**config.mk**
```make
export PLATFORM = sky130hd
export DESIGN_NAME = mot_pwm_driver
export DESIGN_NICKNAME = d
export VERILOG_FILES = /design/src/rtl/drone_motor_pkg.sv /design/src/rtl/mot_pwm_ch.sv /design/src/rtl/mot_pwm_driver.sv
export SDC_FILE = /design/constraint.sdc
export NUM_CORES = 1
export LEC_CHECK = 0
export BUFFER_PORTS_ARGS = -buffer_cell sky130_fd_sc_hd__buf_2
export CORE_UTILIZATION = 60
export CTS_CLUSTER_SIZE = 16
export DETAILED_ROUTE_END_ITERATION = 8
export GPL_ROUTABILITY_DRIVEN = 0
export GPL_TIMING_DRIVEN = 0
export PLACE_DENSITY = 0.92
export SETUP_SLACK_MARGIN = 0.15
export SLEW_MARGIN = 25
export SYNTH_ARGS = -nofsm -noshare
export SYNTH_HDL_FRONTEND = slang
export SYNTH_SLANG_ARGS = --single-unit
```
**constraint.sdc**
```tcl
create_clock -name clk -period 7.1 [get_ports clk]
set_input_delay 0.355 -clock clk [delete_from_list [all_inputs] [get_ports clk]]
set_output_delay 0.355 -clock clk [all_outputs]
set_load 0.005 [all_outputs]
```
**src/rtl/drone_motor_pkg.sv**
```systemverilog
// Shared types and helpers for the four-channel ESC PWM driver.
package drone_motor_pkg;

   localparam int NUM_MOT = 4;
   localparam int MOT_W   = 16;

   // Arming state machine states
   typedef enum logic [1:0] {
      DISARMED = 2'd0,
      ARMING   = 2'd1,
      ARMED    = 2'd2,
      RAMPDOWN = 2'd3
   } mot_state_e;

   // Clip a signed value (one bit wider than a setpoint) into [lo, hi].
   // Used both for the setpoint clamp and for the per-frame slew limit.
   function automatic logic signed [MOT_W:0] clip(
      input logic signed [MOT_W:0] v,
      input logic signed [MOT_W:0] lo,
      input logic signed [MOT_W:0] hi
   );
      logic signed [MOT_W:0] r;
      r = v;
      if (v < lo) begin
         r = lo;
      end else if (v > hi) begin
         r = hi;
      end
      return r;
   endfunction

endpackage

```
**src/rtl/mot_pwm_ch.sv**
```systemverilog
// One motor channel: clamp, slew-limit, applied-duty register, saturation
// flag and registered edge-aligned PWM comparator.
module mot_pwm_ch
   import drone_motor_pkg::*;
#(
   parameter int PERIOD    = 1000,
   parameter int SLEW_STEP = 50,
   parameter int CW        = 10,
   parameter int AW        = 10
) (
   input  logic                    clk,
   input  logic                    resetn,
   input  logic signed [MOT_W-1:0] mot_set,
   input  logic [CW-1:0]           cnt,
   input  logic                    upd_en,     // frame-boundary slew update
   input  logic                    force_zero, // ramp-down: target is 0
   input  logic                    clear,      // applied forced to 0
   input  logic                    sat_upd,    // frame boundary: resample sat
   input  logic                    sat_clr,    // entering DISARMED or kill
   input  logic                    pwm_en,     // output stage enabled
   output logic                    zero_next,  // applied will be 0 after this edge
   output logic                    sat,
   output logic                    pwm
);

   localparam logic signed [MOT_W:0] PERIOD_S = (MOT_W+1)'(PERIOD);
   localparam logic signed [MOT_W:0] SLEW_S   = (MOT_W+1)'(SLEW_STEP);

   logic [AW-1:0]         applied_q, applied_d;
   logic                  sat_q, sat_d;
   logic                  pwm_q, pwm_d;
   logic signed [MOT_W:0] set_ext;
   logic signed [MOT_W:0] target;
   logic signed [MOT_W:0] applied_ext;
   logic signed [MOT_W:0] step;

   // Clamp, slew-limit and compare; all next-state values for this channel
   always_comb begin
      set_ext     = {mot_set[MOT_W-1], mot_set};
      target      = force_zero ? '0 : clip(set_ext, '0, PERIOD_S);
      applied_ext = $signed({{(MOT_W+1-AW){1'b0}}, applied_q});
      step        = clip(target - applied_ext, -SLEW_S, SLEW_S);

      applied_d = applied_q;
      if (clear) begin
         applied_d = '0;
      end else if (upd_en) begin
         applied_d = AW'(applied_ext + step);
      end
      zero_next = (applied_d == '0);

      sat_d = sat_q;
      if (sat_clr) begin
         sat_d = 1'b0;
      end else if (sat_upd) begin
         sat_d = set_ext[MOT_W] || (set_ext > PERIOD_S);
      end

      pwm_d = pwm_en && (AW'(cnt) < applied_q);
   end

   // Channel registers
   always_ff @(posedge clk) begin
      if (!resetn) begin
         applied_q <= '0;
         sat_q     <= 1'b0;
         pwm_q     <= 1'b0;
      end else begin
         applied_q <= applied_d;
         sat_q     <= sat_d;
         pwm_q     <= pwm_d;
      end
   end

   assign sat = sat_q;
   assign pwm = pwm_q;

endmodule

```
**src/rtl/mot_pwm_driver.sv**
```systemverilog
// Four-channel ESC PWM driver: frame counter, arming FSM and per-motor
// channels. Setpoints are sampled only at the frame boundary (cnt == PERIOD-1).
module mot_pwm_driver
   import drone_motor_pkg::*;
#(
   parameter int PERIOD     = 1000,
   parameter int SLEW_STEP  = 50,
   parameter int ARM_FRAMES = 8
) (
   input  logic                    clk,
   input  logic                    resetn,
   input  logic signed [MOT_W-1:0] mot_set [NUM_MOT],
   input  logic                    arm,
   input  logic                    kill,
   output logic [NUM_MOT-1:0]      pwm_out,
   output logic                    armed,
   output logic                    frame_tick,
   output logic [NUM_MOT-1:0]      sat,
   output mot_state_e              state_dbg
);

   localparam int CW   = (PERIOD > 1) ? $clog2(PERIOD) : 1;
   localparam int AW   = $clog2(PERIOD + 1);
   localparam int AC_W = $clog2(ARM_FRAMES + 1);

   logic [CW-1:0]      cnt_q, cnt_d;
   logic               frame_tick_q, frame_tick_d;
   logic [AC_W-1:0]    arm_cnt_q, arm_cnt_d;
   mot_state_e         state_q, state_d;
   logic               fb;
   logic               all_nonpos;
   logic [NUM_MOT-1:0] zero_next;
   logic               run, upd_en, force_zero, ch_clear, sat_clr, pwm_en;

   // Frame counter and frame tick next values
   always_comb begin
      fb           = (cnt_q == CW'(PERIOD - 1));
      cnt_d        = fb ? '0 : cnt_q + 1'b1;
      frame_tick_d = fb;
      all_nonpos   = 1'b1;
      for (int i = 0; i < NUM_MOT; i++) begin
         if (!(mot_set[i][MOT_W-1] || (mot_set[i] == '0))) begin
            all_nonpos = 1'b0;
         end
      end
   end

   // FSM state register, frame counter and arm counter
   always_ff @(posedge clk) begin
      if (!resetn) begin
         state_q      <= DISARMED;
         cnt_q        <= '0;
         frame_tick_q <= 1'b0;
         arm_cnt_q    <= '0;
      end else begin
         state_q      <= state_d;
         cnt_q        <= cnt_d;
         frame_tick_q <= frame_tick_d;
         arm_cnt_q    <= arm_cnt_d;
      end
   end

   // Next-state logic; kill overrides everything, including a same-cycle boundary
   always_comb begin
      state_d   = state_q;
      arm_cnt_d = arm_cnt_q;
      case (state_q)
         DISARMED: begin
            arm_cnt_d = '0;
            if (arm) state_d = ARMING;
         end
         ARMING: begin
            if (!arm) begin
               state_d   = DISARMED;
               arm_cnt_d = '0;
            end else if (fb) begin
               if (all_nonpos) begin
                  arm_cnt_d = arm_cnt_q + 1'b1;
                  if (arm_cnt_d == AC_W'(ARM_FRAMES)) begin
                     state_d   = ARMED;
                     arm_cnt_d = '0;
                  end
               end else begin
                  arm_cnt_d = '0;
               end
            end
         end
         ARMED: begin
            if (!arm) state_d = RAMPDOWN;
         end
         RAMPDOWN: begin
            // Re-asserting arm here is ignored; only a full ramp to 0 exits
            if (fb && (&zero_next)) state_d = DISARMED;
         end
         default: state_d = DISARMED;
      endcase
      if (kill) begin
         state_d   = DISARMED;
         arm_cnt_d = '0;
      end
   end

   // Output decode and channel controls from the current state
   always_comb begin
      run        = (state_q == ARMED) || (state_q == RAMPDOWN);
      upd_en     = fb && run;
      // arm falling on a boundary while ARMED already slews toward 0 on that edge
      force_zero = (state_q == RAMPDOWN) || !arm;
      ch_clear   = kill || !run;
      sat_clr    = kill || ((state_q != DISARMED) && (state_d == DISARMED));
      pwm_en     = run && !kill;
      armed      = (state_q == ARMED);
   end

   for (genvar g = 0; g < NUM_MOT; g++) begin : g_ch
      mot_pwm_ch #(
         .PERIOD    (PERIOD),
         .SLEW_STEP (SLEW_STEP),
         .CW        (CW),
         .AW        (AW)
      ) u_ch (
         .clk        (clk),
         .resetn     (resetn),
         .mot_set    (mot_set[g]),
         .cnt        (cnt_q),
         .upd_en     (upd_en),
         .force_zero (force_zero),
         .clear      (ch_clear),
         .sat_upd    (fb),
         .sat_clr    (sat_clr),
         .pwm_en     (pwm_en),
         .zero_next  (zero_next[g]),
         .sat        (sat[g]),
         .pwm        (pwm_out[g])
      );
   end

   assign frame_tick = frame_tick_q;
   assign state_dbg  = state_q;

endmodule

```
; ---- Word level (Yosys, flattened, before mapping)
; Cells that the tools add are included.
[word_totals]
reg_bits = 65
latchBits = 0
ramBits = 0
mem_bits_ro = 0
inputBits = 68
output_inout_bits = 12
word_cells = 139
mem_count = 0
[op_classes]
n_addsub = 10
n_mul = 0
div_mod_pow = 0
n_lt_le_gt_ge = 20
eq_ne = 6
shift = 0
muxes = 46
bitwise_logic = 1
n_reduce_logical = 40
[ops]
columns = operator, n
row1 = $mux W17, 12
row2 = $mux W10, 16
row3 = $gt A17 B7 Y1 const B, 4
row4 = $lt A17 B7 Y1 const B, 4
row5 = $sub A17 B11 Y17, 4
row6 = $gt A16 B11 Y1 const B, 4
row7 = $logic_not A16 Y1, 4
row8 = $lt A16 B1 Y1 const B, 4
row9 = $add A10 B10 Y10, 4
row10 = $logic_not A10 Y1, 4
row11 = $lt A10 B10 Y1, 4
row12 = $mux W2, 8
row13 = $mux W4, 4
row14 = $logic_or A1 B1 Y1, 12
row15 = $add A10 B1 Y10 const B, 1
row16 = $eq A10 B10 Y1 const B, 1
row17 = $logic_and A1 B1 Y1, 8
row18 = $pmux W2 S4, 1
row19 = $pmux W4 S2, 1
row20 = $reduce_or A2 Y1, 3
row21 = $add A4 B1 Y4 const B, 1
row22 = $eq A2 B2 Y1 const B, 2
row23 = $eq A4 B4 Y1 const B, 1
row24 = $logic_not A2 Y1, 2
row25 = other kinds (8), 14

; ---- Longest topological paths before layout
; Gate-level depths: netlist of run 1.
[logic_depth]
depth_word = 21
ltp_mapped = 29
depth_no_buf = 29

; ---- Modules after synthesis
; Synthesis of run 1 repeated with hierarchy kept, for this count alone.
[unflattened]
hier_cells = 1096
area_unflattened_um2 = 8737.1
[modules_own_cells]
columns = mod, n_inst, cells_per_inst, area_per_inst_um2, seq_area_each_um2
row1 = mot_pwm_ch at g_ch[0].u_ch ..., 3, 242, 1923.1, 240.2
row2 = mot_pwm_ch at g_ch[1].u_ch, 1, 242, 1948.1, 240.2
row3 = mot_pwm_driver, 1, 128, 1019.7, 340.3

; ---- Least setup slack after synthesis of run 1
; No wires, ideal clock.
[synth_path]
path_type = input to register
from = in mot_set[12] in the netlist's numbering
to = reg g_ch[0].u_ch.sat_q
setup_time_ps = 132
arrival_time_ps = 5788
required_ps = 6968
slack_ps = 1180
cell_stages = 27
path_buffers = 0
cell_sequence = nor4_1 nand2_4 o21bai_1 nor3_1 and2_1 ha_1 nor2b_1 o21ai_0 a21boi_0 o21ai_1 a211oi_1 o21a_1 o21a_1 nor4_1 a21boi_1 or3_1 fa_1 a32oi_1 a21oi_1 o41ai_1 xnor2_1 nor3_1 o211ai_1 nor4_2 nand3_2 o31ai_2 a21oi_1
[synth_between]
elab_chain_len = 21
elab_cells_between_ends = 29
cone_classes = 2 x add/sub / 4 x order compare / 14 x mux / 9 x reduce/logical
[synth_lines]
columns = element, line
row1 = start: declaration, mot_pwm_driver.sv:12  ; input logic signed [MOT_W-1:0] mot_set [NUM_MOT],
row2 = $gt A16 B11 Y1, drone_motor_pkg.sv:26  ; end else if (v > hi) begin
row3 = $mux W17, drone_motor_pkg.sv:26
row4 = $mux W17, drone_motor_pkg.sv:24  ; if (v < lo) begin
row5 = $mux W17, mot_pwm_ch.sv:40  ; target = force_zero ? '0 : clip(set_ext, '0, PERIOD_S);
row6 = $sub A17 B11 Y17, mot_pwm_ch.sv:42  ; step = clip(target - applied_ext, -SLEW_S, SLEW_S);
row7 = $gt A17 B7 Y1, drone_motor_pkg.sv:26
row8 = $mux W10, drone_motor_pkg.sv:26
row9 = $mux W10, drone_motor_pkg.sv:24
row10 = [5 not listed], --
row11 = $logic_and A1 B1 Y1, mot_pwm_driver.sv:93  ; if (fb && (&zero_next)) state_d = DISARMED;
row12 = $mux W2, mot_pwm_driver.sv:93
row13 = $pmux W2 S4 *, mot_pwm_driver.sv:67  ; case (state_q)
row14 = $mux W2 *, mot_pwm_driver.sv:97  ; if (kill) begin
row15 = $logic_not A2 Y1 *, mot_pwm_driver.sv:110  ; sat_clr = kill || ((state_q != DISARMED) && (state_d == DISARMED));
row16 = $logic_and A1 B1 Y1 *, mot_pwm_driver.sv:110
row17 = $logic_or A1 B1 Y1 *, mot_pwm_driver.sv:110
row18 = $reduce_or A2 Y1 (no line) *, --
row19 = end signal: assignment, mot_pwm_ch.sv:70  ; sat_q <= sat_d;
row20 = end: declaration, mot_pwm_ch.sv:30  ; logic sat_q, sat_d;
; Every way passes the cells marked *; elsewhere a longest branch is shown, timed or not.
; A chain may end at the register's enable or synchronous reset.

; ---- Worst setup path after layout of run 1
[layout_path]
from = reg state_q[0] (netlist: state_dbg[0])
to = reg g_ch[0].u_ch.sat_q
[layout_between]
elab_chain_len = 20
elab_cells_between_ends = 65
cone_classes = 8 x add/sub / 8 x order compare / 3 x eq/ne / 29 x mux / 17 x reduce/logical
[layout_lines]
columns = element, line
row1 = start: declaration, mot_pwm_driver.sv:29  ; mot_state_e state_q, state_d;
row2 = start signal: assignment, mot_pwm_driver.sv:56  ; state_q <= state_d;
row3 = $eq A2 B2 Y1, "mot_pwm_driver.sv:67, mot_pwm_driver.sv:105, mot_pwm_driver.sv:108"
row4 = $logic_or A1 B1 Y1, mot_pwm_driver.sv:108  ; force_zero = (state_q == RAMPDOWN) || !arm;
row5 = $mux W17, mot_pwm_ch.sv:40
row6 = $sub A17 B11 Y17, mot_pwm_ch.sv:42
row7 = $gt A17 B7 Y1, drone_motor_pkg.sv:26
row8 = $mux W10, drone_motor_pkg.sv:26
row9 = $mux W10, drone_motor_pkg.sv:24
row10 = $add A10 B10 Y10, mot_pwm_ch.sv:48  ; applied_d = AW'(applied_ext + step);
row11 = [4 not listed], --
row12 = $logic_and A1 B1 Y1, mot_pwm_driver.sv:93
row13 = $mux W2, mot_pwm_driver.sv:93
row14 = $pmux W2 S4, mot_pwm_driver.sv:67
row15 = $mux W2, mot_pwm_driver.sv:97
row16 = $logic_not A2 Y1, mot_pwm_driver.sv:110
row17 = $logic_and A1 B1 Y1 *, mot_pwm_driver.sv:110
row18 = $logic_or A1 B1 Y1 *, mot_pwm_driver.sv:110
row19 = $reduce_or A2 Y1 (no line) *, --
; Marked as above.

==> metrics.log, run 1 <==
INFO  metric outcome = complete, no violations
INFO  metric die_w = 117 um
INFO  metric layout-area-overhead-vs-synth = 13.0%
INFO  metric number_of_global_route_vias_before_repair = 7671
INFO  metric drtAntennaViolNets = 0
INFO  metric synth_area_leader_cell = ha_1
INFO  metric synth_cell_types = 77
INFO  metric grt_start_max_net_pins = 13
INFO  metric synth_compound_area_share = 26.0%
INFO  metric cts_buffer_count = 9
INFO  metric grt_remaining_overflow = 0
INFO  metric finalHoldViolCount = 0
INFO  metric cts_num_sinks = 65
INFO  metric syn-mean-instance-area = 7.62 um^2
INFO  metric timing.max_slew.rel_slack = 40.6%
INFO  metric cp.required = 7.33 ns
INFO  metric path_max_fanout = 9
INFO  metric postSynthNetCount = 1228
INFO  metric r2r_cells = 26
INFO  metric rows = 41
INFO  metric core-area = 12700 um^2
INFO  metric static-leakage-power = 3.69 nW
INFO  metric grt_first_pass_wirelength = 35900 um
INFO  metric final_critical_path_setup_slack = 0.476 ns
INFO  metric critical_path.startpoint = state_dbg[0]
INFO  metric postSynth.asyncResetShare = 0%
INFO  metric synthesis.yosys.warnings = 0
INFO  metric num_vias = 8238
INFO  metric rr_startpoint = state_dbg[0]
INFO  metric achievable-frequency = 151 MHz
INFO  metric skew = 0.00672 ns
INFO  metric clock_share_of_power = 41.0%
INFO  metric critical_path.startpoint_type = flip-flop
INFO  metric slew_viol_final = 0
INFO  metric yosysSeqAreaShare = 16.5%
INFO  metric worst_ir_drop_vdd = 0.000108 V
INFO  metric detailed_place.area = 8490 um^2
INFO  metric cpLargestDelayFamily = compound AO/OA/AOI/OAI gates
INFO  metric post_synth_xor_area_fraction = 6.22%
INFO  metric routed_wirelength = 22700 um
INFO  metric count_of_non_filler_cells_in_the_finished_layout = 1302
INFO  metric start_util = 62.0%
INFO  metric timing.final.crit_share = 93.3%
INFO  metric power_report.internal_total = 816 uW
INFO  metric combPwrFrac = 27.6%
INFO  metric port_buffers = 78
INFO  metric yosys-mux-area-fraction = 1.19%
INFO  metric nNetsFinal = 1319
INFO  metric maxCapViolCount = 0
INFO  metric synth_top_family_by_area = compound AO/OA/AOI/OAI gates
INFO  metric grtUsageTotal = 33.9%
INFO  metric setup_viol_count_final = 0
INFO  metric detailed_place_hpwl = 16900 um
INFO  metric dieHeight = 117 um
INFO  metric grt_antenna_before_repair = 1
INFO  metric post-route-util = 70.0%
INFO  metric pwr-share-seq = 31.4%
INFO  metric synth-adder-area-share = 20.8%
INFO  metric antennaDiodeCount = 0
INFO  metric die_area = 13600 um^2
INFO  metric detail_route.wl_per_cell = 17.4 um
INFO  metric timing.final.crit_period = 6.62 ns
INFO  metric net_switching_power = 370 uW
INFO  metric vias_per_cell = 6.33
INFO  metric cpMostUsedCell = a21oi_1
INFO  metric fin_tns_setup = 0 ns
INFO  metric final_layout_size_suffix_gt1_share = 12.6%
INFO  metric post_synth_and_or_nand_nor_area_fraction = 24.0%
INFO  metric critPathMaxStageDelay = 0.50 ns
INFO  metric timing.critical_path.slowest_stage_cell = a2111oi_1
INFO  metric dp_cells = 1284
INFO  metric detailedPlace.worstSlack = -0.435 ns
INFO  metric ff2ff_setup_slack = 0.48 ns
INFO  metric synth_enable_flop_cells = 0
INFO  metric number_of_hold_buffers_added_after_cts = 0
INFO  metric drc = 0
INFO  metric critical_path_depth = 26
INFO  metric p_per_area = 133 nW/um^2
INFO  metric final.hold.worst_slack = 0.445 ns
INFO  metric grt_setup_unrepaired = no
INFO  metric endpoint = g_ch[0].u_ch.sat
INFO  metric synth_area_leaders = ha_1 (19%), dfxtp_1 (17%), a21oi_1 (4.9%)
INFO  metric worst_skew_pair_later_pin_latency = 0.34 ns
INFO  metric cp.buffers_inverters = 2
INFO  metric htree_levels = 3
INFO  metric drt_first_iter_violations = 674
INFO  metric yosys.area.top_type_share = 18.7%
INFO  metric detailedRoute.firstPassIterationCount = 5
INFO  metric syn-instance-count = 1034
INFO  metric switching_share = 31.2%
INFO  metric post_route_cell_area = 8910 um^2
INFO  metric worstPathArrival = 6.85 ns
INFO  metric end_kind = flip-flop
INFO  metric timing_worst_slew_pin_value = 0.891 ns
INFO  metric worst_setup_hold_path_clk_slew = 0.06 ns
INFO  metric ys_seq_elements = 65
INFO  metric cts-root-buf = clkbuf_16
INFO  metric worstReg2RegEnd = g_ch[0].u_ch.sat
INFO  metric io_pins = 80
INFO  metric clockBufferDepth = 2
INFO  metric synth_ff_type = dfxtp_1
INFO  metric cts_tree = done
INFO  metric synth.cell_area = 7880 um^2
INFO  metric totalPowerFinal = 1.19 mW
INFO  metric path_class = reg -> reg
INFO  metric hold_path.class = in -> reg
-- sequential cells by signal, summed over array words and instances (netlist names) --
name                 cells
g_ch.u_ch.pwm            4
g_ch.u_ch.applied_q     40
cnt_q                   10
g_ch.u_ch.sat            4
arm_cnt_q                4
frame_tick               1
state_dbg                2
-- worst min path at each step --
stage	cells after the start	from	to	slack, ns
final	4	arm	state_dbg[0]	0.44
after global routing	2	g_ch[3].u_ch.sat	g_ch[3].u_ch.sat	0.48
after CTS	4	arm	state_dbg[0]	0.42
after detailed placement	2	g_ch[0].u_ch.sat	g_ch[0].u_ch.sat	0.45
after global placement	2	g_ch[0].u_ch.sat	g_ch[0].u_ch.sat	0.45
after floorplan	2	g_ch[0].u_ch.sat	g_ch[0].u_ch.sat	0.44
-- layer usage --
metal	up-vias	wire length, um	global-route usage [%]
met3	110	1960	6.80
met1	3760	9300	40.8
met2	404	10100	55.7
met5	-	8	0
met4	2	1280	20.8
li1	3962	-	-
-- layout by cell type (no fill, tap or decap), types with 8 or more instances in the layout --
cell type,n
ha_1,118
nor2_1,100
nand2_1,79
buf_2,79
a21oi_1,77
inv_1,68
dfxtp_1,65
o21ai_0,49
a21o_1,39
o21a_1,36
xor2_1,28
xnor2_1,28
nor2b_1,22
nand3_1,22
nor3_1,21
nor4_1,20
and2_1,20
nand2b_1,19
a31oi_1,17
and3_1,16
a211oi_1,15
or3_1,14
buf_4,12
clkbuf_1,11
clkbuf_16,9
o21ai_1,8
fa_1,8
-- power by group through the flow --
stage / Clock (mW) / Combinational [mW] / Sequential (mW)
after detailed placement: 0 / 0.309 / 0.380
after floorplan: 0 / 0.232 / 0.377
after global routing: 0.500 / 0.360 / 0.373
final: 0.486 / 0.327 / 0.373
after CTS: 0.482 / 0.313 / 0.372
after global placement: 0 / 0.299 / 0.380
-- logic make-up (layout without fill, tap and decap cells) --
logic type,Yosys count,in the layout
flops,65,65
simple gates,372,372
compound gates,310,310
xor+xnor,56,56
buf+inv,96,192
mux,9,9
fa+ha+maj,126,126
-- synthesized netlist by cell type, types with 3 or more instances --
| master | number |
|---|---|
| nor2_1 | 100 |
| a31o_2 | 3 |
| o21ai_1 | 7 |
| and2_1 | 20 |
| fa_1 | 8 |
| xnor2_1 | 28 |
| a32oi_1 | 3 |
| nor2b_1 | 22 |
| o21ai_0 | 50 |
| nand2b_1 | 19 |
| a21o_1 | 39 |
| ha_1 | 118 |
| a311oi_1 | 5 |
| buf_4 | 10 |
| and3_1 | 16 |
| o211ai_1 | 6 |
| nand3_1 | 22 |
| dfxtp_1 | 65 |
| o21bai_1 | 6 |
| nor3_1 | 24 |
| or3_1 | 14 |
| nor3b_1 | 3 |
| o41ai_1 | 3 |
| o21a_1 | 36 |
| or4_1 | 5 |
| mux2i_1 | 6 |
| a311o_1 | 4 |
| inv_1 | 68 |
| nand4b_1 | 3 |
| a31oi_1 | 17 |
| o31a_1 | 3 |
| nand2_1 | 80 |
| clkbuf_1 | 11 |
| nor4_1 | 22 |
| or2_2 | 3 |
| a211oi_1 | 16 |
| xor2_1 | 28 |
| a21oi_1 | 77 |
| a2111oi_0 | 6 |
| buf_1 | 4 |
| o311ai_0 | 3 |
| nand3b_1 | 3 |
| o31ai_1 | 5 |
-- layout make-up --
| cell class | count | area [um^2] |
|---|---|---|
| plain buffers | 28 | 161 |
| clock buffers | 9 | 225 |
| clock inverters | 7 | 95.1 |
| fillers | 1023 | 3810 |
| inverters | 68 | 255 |
| multi-input cells | 873 | 6250 |
| flip-flops and latches | 65 | 1300 |
| well taps | 172 | 215 |
| repair buffers | 80 | 405 |
-- repair_timing --
| action | CTS | global route |
|---|---|---|
| hold endpoints to repair | 0 | 0 |
| endpoints found under the setup margin | 4 | 6 |
| pin swaps | 0 | 1 |
| resized for setup | 4 | 14 |
| setup buffers | 0 | 2 |
-- tightest hold or removal path, delay by kind of cell --
family	cells	cell delay [ns]
AOI/OAI and AO/OA	1	0.07
buffers and inverters	1	0.16
and+or+nand+nor	2	0.16
Note: power is estimated with default switching activity, not from simulation.
==> run 2: changes to the inputs <==
--- a/config.mk
+++ b/config.mk
@@ -7,4 +7,6 @@
 export LEC_CHECK = 0
 export BUFFER_PORTS_ARGS = -buffer_cell sky130_fd_sc_hd__buf_2
+export CORE_ASPECT_RATIO = 2
+export CORE_MARGIN = 5
 export CORE_UTILIZATION = 60
 export CTS_CLUSTER_SIZE = 16
==> constraint.sdc (replaced) <==
create_clock -name clk -period 7.1 [get_ports clk]
set_input_delay 0.355 -clock clk [delete_from_list [all_inputs] [get_ports clk]]
set_output_delay 0.355 -clock clk [all_outputs]
set_load 0.1 [all_outputs]
==> run 2 against run 1 <==
Via count increased by 4.6%. Count of clock-buffer cells in the layout increased by 2. Die area increased by 15%. Non-clock buffer count increased by 1. Hold slack improved by 0.0098 ns. Global-route usage decreased by 1.2 points. Sequential power about the same. Setup slack got worse by 0.25 ns. Combinational power increased by 6.7%. Critical path depth unchanged. Largest power group unchanged.
==> metrics.log, run 2 (synthesized netlist as in run 1, its figures left out) <==
INFO  metric final_layout_size_suffix_gt1_share = 13.9% (was 12.6%)
INFO  metric io_pins = 80 (unchanged)
INFO  metric grt_setup_unrepaired = no (unchanged)
INFO  metric worst_setup_hold_path_clk_slew = 0.06 ns (about the same)
INFO  metric maxCapViolCount = 0 (unchanged)
INFO  metric detailed_place.area = 8460 um^2 (was 8490 um^2)
INFO  metric number_of_cells_on_the_worst_hold_path = 2 (was 4)
INFO  metric outcome = complete, no violations (unchanged)
INFO  metric skew = 0.00639 ns (was 0.00672 ns)
INFO  metric p_per_area = 139 nW/um^2 (was 133 nW/um^2)
INFO  metric achievable-frequency = 146 MHz (was 151 MHz)
INFO  metric r2r_cells = 27 (was 26)
INFO  metric cp.required = 7.32 ns (was 7.33 ns)
INFO  metric cp.buffers_inverters = 2 (unchanged)
INFO  metric layout.filler_cells = 1020 (was 1023)
INFO  metric cts_num_sinks = 65 (unchanged)
INFO  metric routed_wirelength = 26200 um (was 22700 um)
INFO  metric detailed_place_hpwl = 19100 um (was 16900 um)
INFO  metric drtAntennaViolNets = 0 (unchanged)
INFO  metric dp_cells = 1264 (was 1284)
INFO  metric number_of_hold_buffers_added_after_cts = 0 (unchanged)
INFO  metric final_critical_path_setup_slack = 0.229 ns (was 0.476 ns)
INFO  metric port_buffers = 78 (unchanged)
INFO  metric clockBufferDepth = 2 (unchanged)
INFO  metric grt_antenna_before_repair = 1 (unchanged)
INFO  metric slew_viol_final = 0 (unchanged)
INFO  metric ff2ff_setup_slack = 0.29 ns (was 0.48 ns)
INFO  metric cts_tree = done (unchanged)
INFO  metric static-leakage-power = 3.72 nW (was 3.69 nW)
INFO  metric worstPathArrival = 7.10 ns (was 6.85 ns)
INFO  metric largest_reg_flops = 40 (unchanged)
INFO  metric worst_ir_drop_vdd = 0.000110 V (was 0.000108 V)
INFO  metric finalHoldViolCount = 0 (unchanged)
INFO  metric timing.final.crit_share = 96.8% (was 93.3%)
INFO  metric start_util = 60.7% (was 62.0%)
INFO  metric drc = 0 (unchanged)
INFO  metric post_route_cell_area = 9000 um^2 (was 8910 um^2)
INFO  metric detailedRoute.firstPassIterationCount = 6 (was 5)
INFO  metric rr_startpoint = state_dbg[1] (was state_dbg[0])
INFO  metric core-area = 13000 um^2 (was 12700 um^2)
INFO  metric count_of_non_filler_cells_in_the_finished_layout = 1285 (was 1302)
INFO  metric final_cell_mix = ha_1 (118), nor2_1 (100), nand2_1 (79), buf_2 (79), a21oi_1 (77) (unchanged)
INFO  metric grtUsageTotal = 32.7% (was 33.9%)
INFO  metric timing.final.crit_period = 6.87 ns (was 6.62 ns)
INFO  metric grt_first_pass_wirelength = 40900 um (was 35900 um)
INFO  metric die_area = 15700 um^2 (was 13600 um^2)
INFO  metric num_vias = 8615 (was 8238)
INFO  metric totalPowerFinal = 1.25 mW (was 1.19 mW)
INFO  metric dieHeight = 172 um (was 117 um)
INFO  metric path_class = in -> reg (was reg -> reg)
INFO  metric critPathMaxStageDelay = 0.61 ns (was 0.50 ns)
INFO  metric htree_levels = 3 (unchanged)
INFO  metric worst_skew_pair_later_pin_latency = 0.34 ns (about the same)
INFO  metric end_kind = flip-flop (unchanged)
INFO  metric timing.critical_path.slowest_stage_cell = fa_1 (was a2111oi_1)
INFO  metric timing_worst_slew_pin_value = 0.841 ns (was 0.891 ns)
INFO  metric path_max_fanout = 5 (was 9)
INFO  metric critical_path_depth = 26 (unchanged)
INFO  metric setup_viol_count_final = 0 (unchanged)
INFO  metric top_register = g_ch.u_ch.applied_q (unchanged)
INFO  metric cpLargestDelayFamily = simple AND/OR/NAND/NOR gates (was compound AO/OA/AOI/OAI gates)
INFO  metric number_of_global_route_vias_before_repair = 8514 (was 7671)
INFO  metric grt_remaining_overflow = 0 (unchanged)
INFO  metric critical_path.startpoint_type = input pin (was flip-flop)
INFO  metric layout-area-overhead-vs-synth = 14.1% (was 13.0%)
INFO  metric biggestRegsByFlops = g_ch.u_ch.applied_q x40, cnt_q x10 (unchanged)
INFO  metric hold_path.class = reg -> reg (was in -> reg)
INFO  metric worstReg2RegEnd = g_ch[3].u_ch.sat (was g_ch[0].u_ch.sat)
INFO  metric detail_route.wl_per_cell = 20.4 um (was 17.4 um)
INFO  metric cts_buffer_count = 9 (unchanged)
INFO  metric timing.hold.worst_endpoint = g_ch[0].u_ch.sat (was state_dbg[0])
INFO  metric cts-root-buf = clkbuf_16 (unchanged)
INFO  metric timing.max_slew.rel_slack = 43.9% (was 40.6%)
INFO  metric cpMostUsedCell = a21oi_1 (unchanged)
INFO  metric drt_first_iter_violations = 819 (was 674)
INFO  metric die_w = 91.1 um (was 117 um)
INFO  metric min-delay-start = g_ch[0].u_ch.sat (was arm)
INFO  metric vias_per_cell = 6.70 (was 6.33)
INFO  metric rows = 59 (was 41)
INFO  metric final.hold.worst_slack = 0.455 ns (was 0.445 ns)
INFO  metric nNetsFinal = 1320 (was 1319)
INFO  metric grt_start_max_net_pins = 12 (was 13)
INFO  metric layout_commonest_cell = ha_1 (unchanged)
INFO  metric detailedPlace.worstSlack = -0.488 ns (was -0.435 ns)
[run 2: cell types whose count changed in the layout (fill, tap and decap cells not counted), sizes merged]
| cell | change |
|---|---|
| diode | +2 |
| buf | +1 |
| bufinv | +1 |
| clkinv | -3 |
| clkbuf | +2 |
[run 2: layout make-up]
class                           instances  area (um^2)  share of cell area [%]
Antenna cell                            2         5.00                  0.0556
Inverter                               68          255                    2.84
Timing Repair Buffer                   81          425                    4.73
Tap cell                              152          190                    2.11
Buffer                                 28          161                    1.79
Multi-Input combinational cell        873         6310                    70.2
Clock buffer                           11          243                    2.70
Clock inverter                          5          103                    1.14
Sequential cell                        65         1300                    14.5
[run 2: metal layers]
layer  vias up  part of all wire [%]  GRT usage (%)  wire [um]
met4         0                   9.4           27.6       2450
met5         -                     0              0          0
met2       484                    49           58.2      12900
met1      4016                    33           31.6       8730
li1       3948                     -              -          -
met3       167                   8.0           6.97       2110
[run 2: through the flow]
step	setup TNS (ns)	utilization, %
floorplan	0	-
global placement	-1.32	65.1
detailed placement	-1.93	65.1
CTS	0	68.1
global route	0	69.2
finish	0	69.3
[run 2: worst max-delay path by stage]
stage / from / to
2_1_floorplan: state_dbg[1] / g_ch[0].u_ch.sat
3_3_place_gp: mot_set[48] / g_ch[2].u_ch.sat
3_5_place_dp: mot_set[48] / g_ch[2].u_ch.sat
4_1_cts: state_dbg[1] / g_ch[3].u_ch.sat
5_1_grt: mot_set[0] / g_ch[2].u_ch.sat
6_report: mot_set[0] / g_ch[3].u_ch.sat
[run 2: worst reg2reg max path, stage by stage (launching register included)]
cell,delay (ns)
dfxtp_1,0.32
buf_4,0.16
nand2_1,0.16
nand2_4,0.24
nor3_2,0.11
buf_4,0.17
nand2_1,0.07
ha_1,0.16
inv_1,0.06
fa_1,0.44
a211oi_2,0.32
o21bai_1,0.12
a21oi_1,0.27
xnor2_1,0.15
o21ai_0,0.14
o41ai_2,0.45
inv_1,0.16
or3_1,0.42
fa_1,0.52
nor4_1,0.40
nand3_1,0.14
o41ai_2,0.38
nand4b_1,0.36
nor4_2,0.31
nand3_2,0.18
o31ai_4,0.26
buf_12,0.18
a21oi_1,0.05
[run 2: power breakdown]
part | switching [mW] | total, mW | internal (mW)
Sequential | 0.00642 | 0.373 | 0.366
Combinational | 0.203 | 0.349 | 0.146
Clock | 0.176 | 0.528 | 0.352
Total | 0.385 | 1.25 | 0.865
[run 2: timing repair]
item                       in CTS  in global routing
setup endpoints to repair       6                  6
gates resized for setup         4                 28
buffers inserted                1                  2
pin swaps                       1                  7
